`config.mk`:
```
export PLATFORM = sky130hd
export DESIGN_NAME = wb_trace_display
export DESIGN_NICKNAME = d
export VERILOG_FILES = /design/src/rtl/wb_trace_display.sv
export SDC_FILE = /design/constraint.sdc
export NUM_CORES = 1
export LEC_CHECK = 0
export CORE_MARGIN = 10
export CORE_UTILIZATION = 50
export DETAILED_ROUTE_END_ITERATION = 12
export PLACE_DENSITY = 0.68
export SETUP_SLACK_MARGIN = 0.4
export SLEW_MARGIN = 20
export SYNTH_ARGS = -nofsm -noshare
export SYNTH_HDL_FRONTEND = slang
export SYNTH_SLANG_ARGS = --single-unit
```
`constraint.sdc`:
```
create_clock -name clk -period 13.3 [get_ports clk]
set_clock_uncertainty 0.05 [all_clocks]
set_input_delay 1.33 -clock clk [delete_from_list [all_inputs] [get_ports clk]]
set_output_delay 1.33 -clock clk [all_outputs]
set_load 0.02 [all_outputs]
```
`src/rtl/wb_trace_display.sv`:
```
// Writeback trace buffer: captures register-file writebacks into a DEPTH-entry ring
// and scans the valid entries, oldest first, onto an LED bank at a programmable rate.
module wb_trace_display #(
    parameter  int DATA_W   = 32,
    parameter  int DEPTH    = 8,
    parameter  int LED_W    = 8,
    parameter  int SCAN_DIV = 400000000,
    localparam int AW       = $clog2(DEPTH),
    localparam int NSL      = DATA_W / LED_W,
    localparam int BW       = (NSL > 1) ? $clog2(NSL) : 1
) (
    input  logic              clk,
    input  logic              reset,
    input  logic              wr_en,
    input  logic [4:0]        wr_rd,
    input  logic [DATA_W-1:0] wr_data,
    input  logic              mode,
    input  logic              freeze,
    input  logic              clear,
    input  logic [BW-1:0]     byte_sel,
    output logic [LED_W-1:0]  led,
    output logic [AW-1:0]     entry_idx,
    output logic [AW:0]       count,
    output logic              full,
    output logic              overflow
);

    localparam int             DIV_W    = (SCAN_DIV > 1) ? $clog2(SCAN_DIV) : 1;
    localparam logic [DIV_W-1:0] DIV_LAST = DIV_W'(SCAN_DIV - 1);
    localparam logic [AW:0]    COUNT_MAX = (AW+1)'(DEPTH);

    logic [DATA_W-1:0] mem_q [DEPTH];

    logic [AW-1:0]    wr_ptr_q, wr_ptr_d;
    logic [AW:0]      count_q, count_d;
    logic [AW-1:0]    disp_off_q, disp_off_d;
    logic [DIV_W-1:0] div_q, div_d;
    logic [LED_W-1:0] led_q, led_d;
    logic [AW-1:0]    entry_idx_q, entry_idx_d;
    logic             overflow_q, overflow_d;

    logic              capture;
    logic              full_w;
    logic              div_wrap;
    logic              mem_we;
    logic [AW-1:0]     oldest;
    logic [AW-1:0]     rd_idx;
    logic [DATA_W-1:0] rd_word;
    logic [AW:0]       off_inc;

    always_comb begin
        // NOTE: every signal assigned here gets a default first so no latch is inferred.
        wr_ptr_d    = wr_ptr_q;
        count_d     = count_q;
        disp_off_d  = disp_off_q;
        div_d       = div_q;
        overflow_d  = overflow_q;
        mem_we      = 1'b0;

        capture  = wr_en && (wr_rd != 5'd0) && !freeze && !clear;
        full_w   = (count_q == COUNT_MAX);
        div_wrap = (div_q == DIV_LAST);

        // Count of DEPTH has all-zero low bits, so oldest == wr_ptr when full.
        oldest  = wr_ptr_q - count_q[AW-1:0];
        rd_idx  = oldest + disp_off_q;
        rd_word = mem_q[rd_idx];
        off_inc = (AW+1)'(disp_off_q) + (AW+1)'(1);

        led_d       = (count_q == '0) ? '0 : LED_W'(rd_word >> (LED_W * int'(byte_sel)));
        entry_idx_d = clear ? '0 : disp_off_q;

        div_d = div_wrap ? '0 : div_q + DIV_W'(1);
        if (count_q == '0) begin
            disp_off_d = '0;
        end else if (div_wrap) begin
            disp_off_d = (off_inc == count_q) ? '0 : off_inc[AW-1:0];
        end

        if (capture) begin
            if (!full_w) begin
                mem_we   = 1'b1;
                wr_ptr_d = wr_ptr_q + AW'(1);
                count_d  = count_q + (AW+1)'(1);
            end else begin
                overflow_d = 1'b1;
                if (!mode) begin
                    mem_we   = 1'b1;
                    wr_ptr_d = wr_ptr_q + AW'(1);
                end
            end
        end

        if (clear) begin
            wr_ptr_d   = '0;
            count_d    = '0;
            disp_off_d = '0;
            div_d      = '0;
            overflow_d = 1'b0;
        end
    end

    always_ff @(posedge clk or posedge reset) begin
        if (reset) begin
            wr_ptr_q    <= '0;
            count_q     <= '0;
            disp_off_q  <= '0;
            div_q       <= '0;
            led_q       <= '0;
            entry_idx_q <= '0;
            overflow_q  <= 1'b0;
        end else begin
            // NOTE: non-blocking so every flop samples pre-edge values of the others.
            wr_ptr_q    <= wr_ptr_d;
            count_q     <= count_d;
            disp_off_q  <= disp_off_d;
            div_q       <= div_d;
            led_q       <= led_d;
            entry_idx_q <= entry_idx_d;
            overflow_q  <= overflow_d;
        end
    end

    // NOTE: storage is not reset; count gates every read, so stale contents are never shown.
    always_ff @(posedge clk) begin
        if (mem_we) begin
            mem_q[wr_ptr_q] <= wr_data;
        end
    end

    assign led       = led_q;
    assign entry_idx = entry_idx_q;
    assign count     = count_q;
    assign full      = full_w;
    assign overflow  = overflow_q;

endmodule

```
Yosys cells after proc, flatten, opt, wreduce, memory -nomap -nowiden
Memories as Yosys holds them, arrays and structs flattened.
Cells that the tools add are included.
Widths: inputs -> output; s select.

cells by class
  $add $sub $neg = 6
  equality and inequality tests = 5
  shift operators = 1
  multiplexer cells = 23
  reduce and logical (&&, ||, !) cells = 13

operators with widths
  kind                   number
  $mux 29                2
  $shr 32x5->8           1
  $add 29x1->29 const B  1
  $eq 29x29->1 const B   1
  $mux 3                 9
  $mux 4                 3
  $mux 1                 8
  $mux 8                 1
  $reduce_and 2->1       3
  $reduce_bool 5->1      1
  $add 3x1->4 const B    1
  $add 4x1->4 const B    1
  $eq 4x4->1             1
  $eq 4x4->1 const B     1
  $logic_not 4->1        1
  $reduce_bool 2->1      2
  $add 3x1->3 const B    1
  $add 3x3->3            1
  $logic_and 1x1->1      3
  $ne 3x3->1 const B     1
  $reduce_bool 3->1      1
  $sub 3x3->3            1
  $logic_not 1->1        2
  $ne 2x2->1 const B     1

storage, ports and cells
  bits in registers = 51
  RAM bits = 256
  input port bits = 45
  output and inout port bits = 17
  logic and storage cells = 56
  memories kept = 1

memory list
  memory  depth  bits a word  rd ports  clocked after memory_dff  write ports  RTL line  text
  mem_q   8      32           1         0                         1            32        logic [DATA_W-1:0] mem_q [DEPTH];

Depth between registers and ports, before layout
  depth after elaboration = 7
  gate-level depth with buffers = 13
  depth with buffers taken out = 11

Worst setup path after synthesis
OpenSTA, ideal clock, no wires.

  kind = input port to flip-flop
  start point = input port freeze
  end point = memory mem_q[0][0] (enable)
  library setup time = 0.461 ns
  arrival = 4.595 ns
  required time = 12.789 ns
  slack = 8.194 ns
  stages = 5
  buffers on the path = 0
  cells stage by stage = nand2b_1 a21oi_1 nand2_1 or3_1 nor3_1

on the way
  longest elaborated chain between the ends = 6

ends and longest elaborated chain
  element                          RTL line  text
  start, declared                  18        input logic freeze,
  $logic_not 1->1                  60        capture = wr_en && (wr_rd != 5'd0) && !freeze && !clear;
  $logic_and 1x1->1 (2 in series)  60
  $mux 1                           80        if (capture) begin
  $mux 1                           126       if (mem_we) begin
  $mux 1 (not written as such)     127       mem_q[wr_ptr_q] <= wr_data;
  end, declared                    32

No other way between the ends.

Worst setup path in the final report
  start point = input port freeze
  end point = memory mem_q[2][30] (enable)

The elaborated chain is that of the path after synthesis.

==> results.md <==
- Placed Cells: 1,011
- Drt total wl: about 23,000 microns
- Root buffer cell: clkbuf_16
- Final period util: between 20% and 30%
- Setup TNS: 0 ps
- HP Class: reg -> reg
- Mux cell area share after synthesis: 14.6%
- Die Ht: approximately 180 microns
- Fraction of layout cells with a size suffix above 1: a little under a fifth
- Row count: 57
- Clk network pwr share: between 30% and 40%
- Avg Synthesized Cell Area: approximately 19 sq um
- FF/Latch Area: about 9000 sq um
- Compound-gate portion of the synthesized area: 1.56%
- Startpoint class of the critical path: input port
- Initial core utilization: between 50% and 60%
- Avg WL per Cell: approximately 21 microns
- Rel. slew slack: roughly 33%
- Internal power: around 1.6 mW
- Antenna Cells: 0
- Clock Tree Buf Depth: 3
- Post-cts sizing count: 0
- Inserted Clock Buffers: 31
- Crit-path cells: clkdlybuf4s50_1 > nand2b_1 > a21oi_1 > nand2_1 > or3_1 > nor2_4 > buf_8
- Number of synthesized flops with an enable pin: about 260
- Hold-fix buffers, CTS: 0
- CTS tree: yes
- WP data required: between 10,000 and 15,000 ps
- TritonRoute pass-1 iters: 5
- Post-route antenna net violation count: 0
- Status: completed
- Peak supply drop: 0.000107 V
- Post-CTS setup buffer count: 0
- Finish-stage setup viols: 0
- Sequential share of the synthesized area: about 73%
- Vias per std cell: 5.62
- Cell Area, Placed: between 10,000 and 15,000 sq um
- Crit Path Category: in -> reg
- Largest net degree at the start of global routing: 65
- Synthesized area: between 10,000 and 15,000 sq um
- Sw Pwr: 0.450 mW
- First-pass GRT wire length: ~37,000 microns
- Max-cap viol count: 0
- Clock sink total: ~300
- Largest family of logic cells by synthesized area: multiplexers
- Clk slew on worst S/H paths: around 60 ps
- P_leak: 4.83 nW
- Commonest register cell after synthesis: edfxtp_1
- Minimum clock period: between 3000 and 4000 ps
- CP max FO: 21
- DRT iter0 DRCs: roughly 570
- # nets final: between 700 and 800
- # IOs: 62
- Async SR Flop Fraction: around 17%
- Netlist cell types: 43
- Combinational fraction of design power: 10.1%
- Vias in the first global route: roughly 6,600
- Max Clk Rate: between 200 and 300 MHz
- Post-Synth Simple-Gate Area: approximately 5.8%
- Final Cell Area: ~14,000 sq um
- Die width: approximately 180 microns
- P&R area growth vs syn: 16.8%
- CP arrival: ~4100 ps
- Number of fillers in the final layout: between 1,500 and 2,000
- Seq pwr share: between 50 and 60%
- CP max stage delay: approximately 670 ps
- Power, Total: between 2 and 2.5 mW
- Critical Path End Type: flip-flop
- Least-Margin Pin Slew: between 900 and 1000 ps
- Non-Filler Instances: 1,074
- GRT Total Usage: roughly 15%
- Port bufs: a little over 60
- Detailed Place HPWL: approximately 14,000 microns
- CP max stage cell: nor2_4
- Final GP Congestion: between 0.7 and 0.8
- Post-synthesis adder-cell area fraction: approximately 1.0%
- Vias: about 6,000
- Hold Vio Cnt, Final: 0
- Yosys Warn Count: 0
- Core area: ~24,000 sq um
- Synth Area in XOR/XNOR: between 2 and 3%
- Unrepaired setup endpoints after global routing: false
- Sw Ratio: 21.6%
- Gr ovfl total: 0
- Slew Limit Fails: 0
- Synth Net Count: 704
- Remaining DRCs: 0
- Multi-input logic area: roughly 3200 sq um
- Power per cell area: about 140 nW/um^2
- H-tree Lvls: 1
- Initial antenna violation count: 0
- #FFs+latches synth: 307
- Die area: 31,400 sq um
- Post-synthesis cell count: 650
- Clock Latency Late Sink: ~560 ps
## state kept, by name (all words and copies together), names as in the netlist
name and flops:
led 8, mem_q 256, overflow 1, wr_ptr_q 3, div_q 29, count 4
entry_idx 3, disp_off_q 3
## synth_stat cells (all sizes together), types with 2 or more instances
library cell	instances	area share (%)
nand2b	5	0.25
a22o	2	0.14
and3	4	0.20
clkbuf	12	0.38
or3	3	0.15
xnor2	21	1.5
edfxtp	256	62
ha	7	0.71
nand2	22	0.67
mux2i	10	0.81
a21oi	11	0.45
and4	2	0.14
buf	17	0.94
or3b	2	0.14
inv	17	0.52
nand4	10	0.51
and2	6	0.30
nor2b	2	0.10
xor2	12	0.85
nor4	8	0.41
mux4	75	14
o21ai	2	0.081
o211a	5	0.41
nand3b	4	0.24
nor2	46	1.4
nor3	8	0.32
a22oi	5	0.30
nand3	15	0.61
fa	2	0.32
dfrtp	51	10
## final timing paths
| kind | endpoint | startpoint | slack [ps] | depth (start not counted) |
|---|---|---|---|---|
| hold / removal | div_q[0]$_DFF_PP0_ | div_q[0]$_DFF_PP0_ | 400 | 1 |
| setup / recovery | mem_q[2][30]$_DFFE_PP_ | freeze | 9400 | 7 |
| min in group asynchronous | led[2]$_DFF_PP0_ | reset | 1200 | 2 |
| max in group asynchronous | wr_ptr_q[2]$_DFFE_PP0P_ | reset | 11460 | 2 |
| hold reg to reg | div_q[0]$_DFF_PP0_ | div_q[0]$_DFF_PP0_ | 400 | 1 |
| setup reg to reg | led[3]$_DFF_PP0_ | wr_ptr_q[1]$_DFFE_PP0P_ | 9490 | 7 |
## cells by family after synthesis
logic type	after synthesis
adder cells (fa/ha/maj)	9
buffers and inverters	46
multiplexers	85
flip-flops	307
AO/OA/AOI/OAI	28
XOR/XNOR	34
AND/OR/NAND/NOR	141
## power groups by stage
stage                     logic, mW  clock network, mW  registers [mW]
after floorplan               0.145                  0            1.08
after global placement        0.213                  0            1.08
after detailed placement      0.217                  0            1.08
after CTS                     0.217              0.841            1.06
after global routing          0.229              0.880            1.06
final                         0.211              0.821            1.06
## through the flow
stage               utilization [%]  hold WS, ps  setup slack (ps)
finish                         59.3          400              9400
global route                   59.3          422              9190
CTS                            58.7          405              9300
detailed placement             54.7          397              8740
global placement               54.7          383              8870
floorplan                         -          374              8190
## per-layer routing
| metal | track usage (%) | vias to the layer above | routed length [microns] |
|---|---|---|---|
| met5 | 0 | - | 0 |
| met4 | 3.78 | 0 | 472 |
| li1 | - | 2739 | - |
| met3 | 2.82 | 34 | 1450 |
| met2 | 24.7 | 174 | 11500 |
| met1 | 19.9 | 3092 | 9500 |
## worst max-delay path: cells and delay by family
| kind | cells | cell delay, ps |
|---|---|---|
| and+or+nand+nor | 4 | 1580 |
| buffers and inverters | 2 | 650 |
| AOI/OAI and AO/OA | 1 | 540 |
## layout by cell type, fill, tap and decap left out, types with 3 or more instances in the layout
master | synthesis | layout
a21oi_1 | 11 | 11
a22oi_1 | 5 | 5
and2_1 | 6 | 6
and3_1 | 4 | 4
buf_16 | 0 | 3
buf_4 | 1 | 5
clkbuf_1 | 11 | 7
clkbuf_16 | 0 | 31
clkdlybuf4s50_1 | 0 | 61
clkinv_1 | 0 | 6
clkinv_2 | 0 | 8
dfrtp_1 | 51 | 51
edfxtp_1 | 256 | 256
ha_1 | 7 | 6
inv_1 | 17 | 16
mux2i_1 | 10 | 10
mux4_1 | 4 | 4
mux4_2 | 71 | 71
nand2_1 | 22 | 22
nand2b_1 | 5 | 5
nand3_1 | 15 | 15
nand3b_1 | 4 | 4
nand4_1 | 10 | 10
nor2_1 | 46 | 40
nor2_4 | 0 | 6
nor3_1 | 8 | 6
nor4_1 | 8 | 8
o211a_1 | 5 | 5
or3_1 | 3 | 3
xnor2_1 | 21 | 21
xor2_1 | 12 | 11
## layout make-up
type | instances | share of cell area, %
clock buffer | 40 | 5.76
clock inverter | 17 | 1.01
inverter | 17 | 0.451
multi-input combinational | 297 | 22.4
sequential | 307 | 62.2
tap | 324 | 2.81
timing repair buffer | 72 | 5.42
No activity file was read; power rests on OpenSTA's default activity.
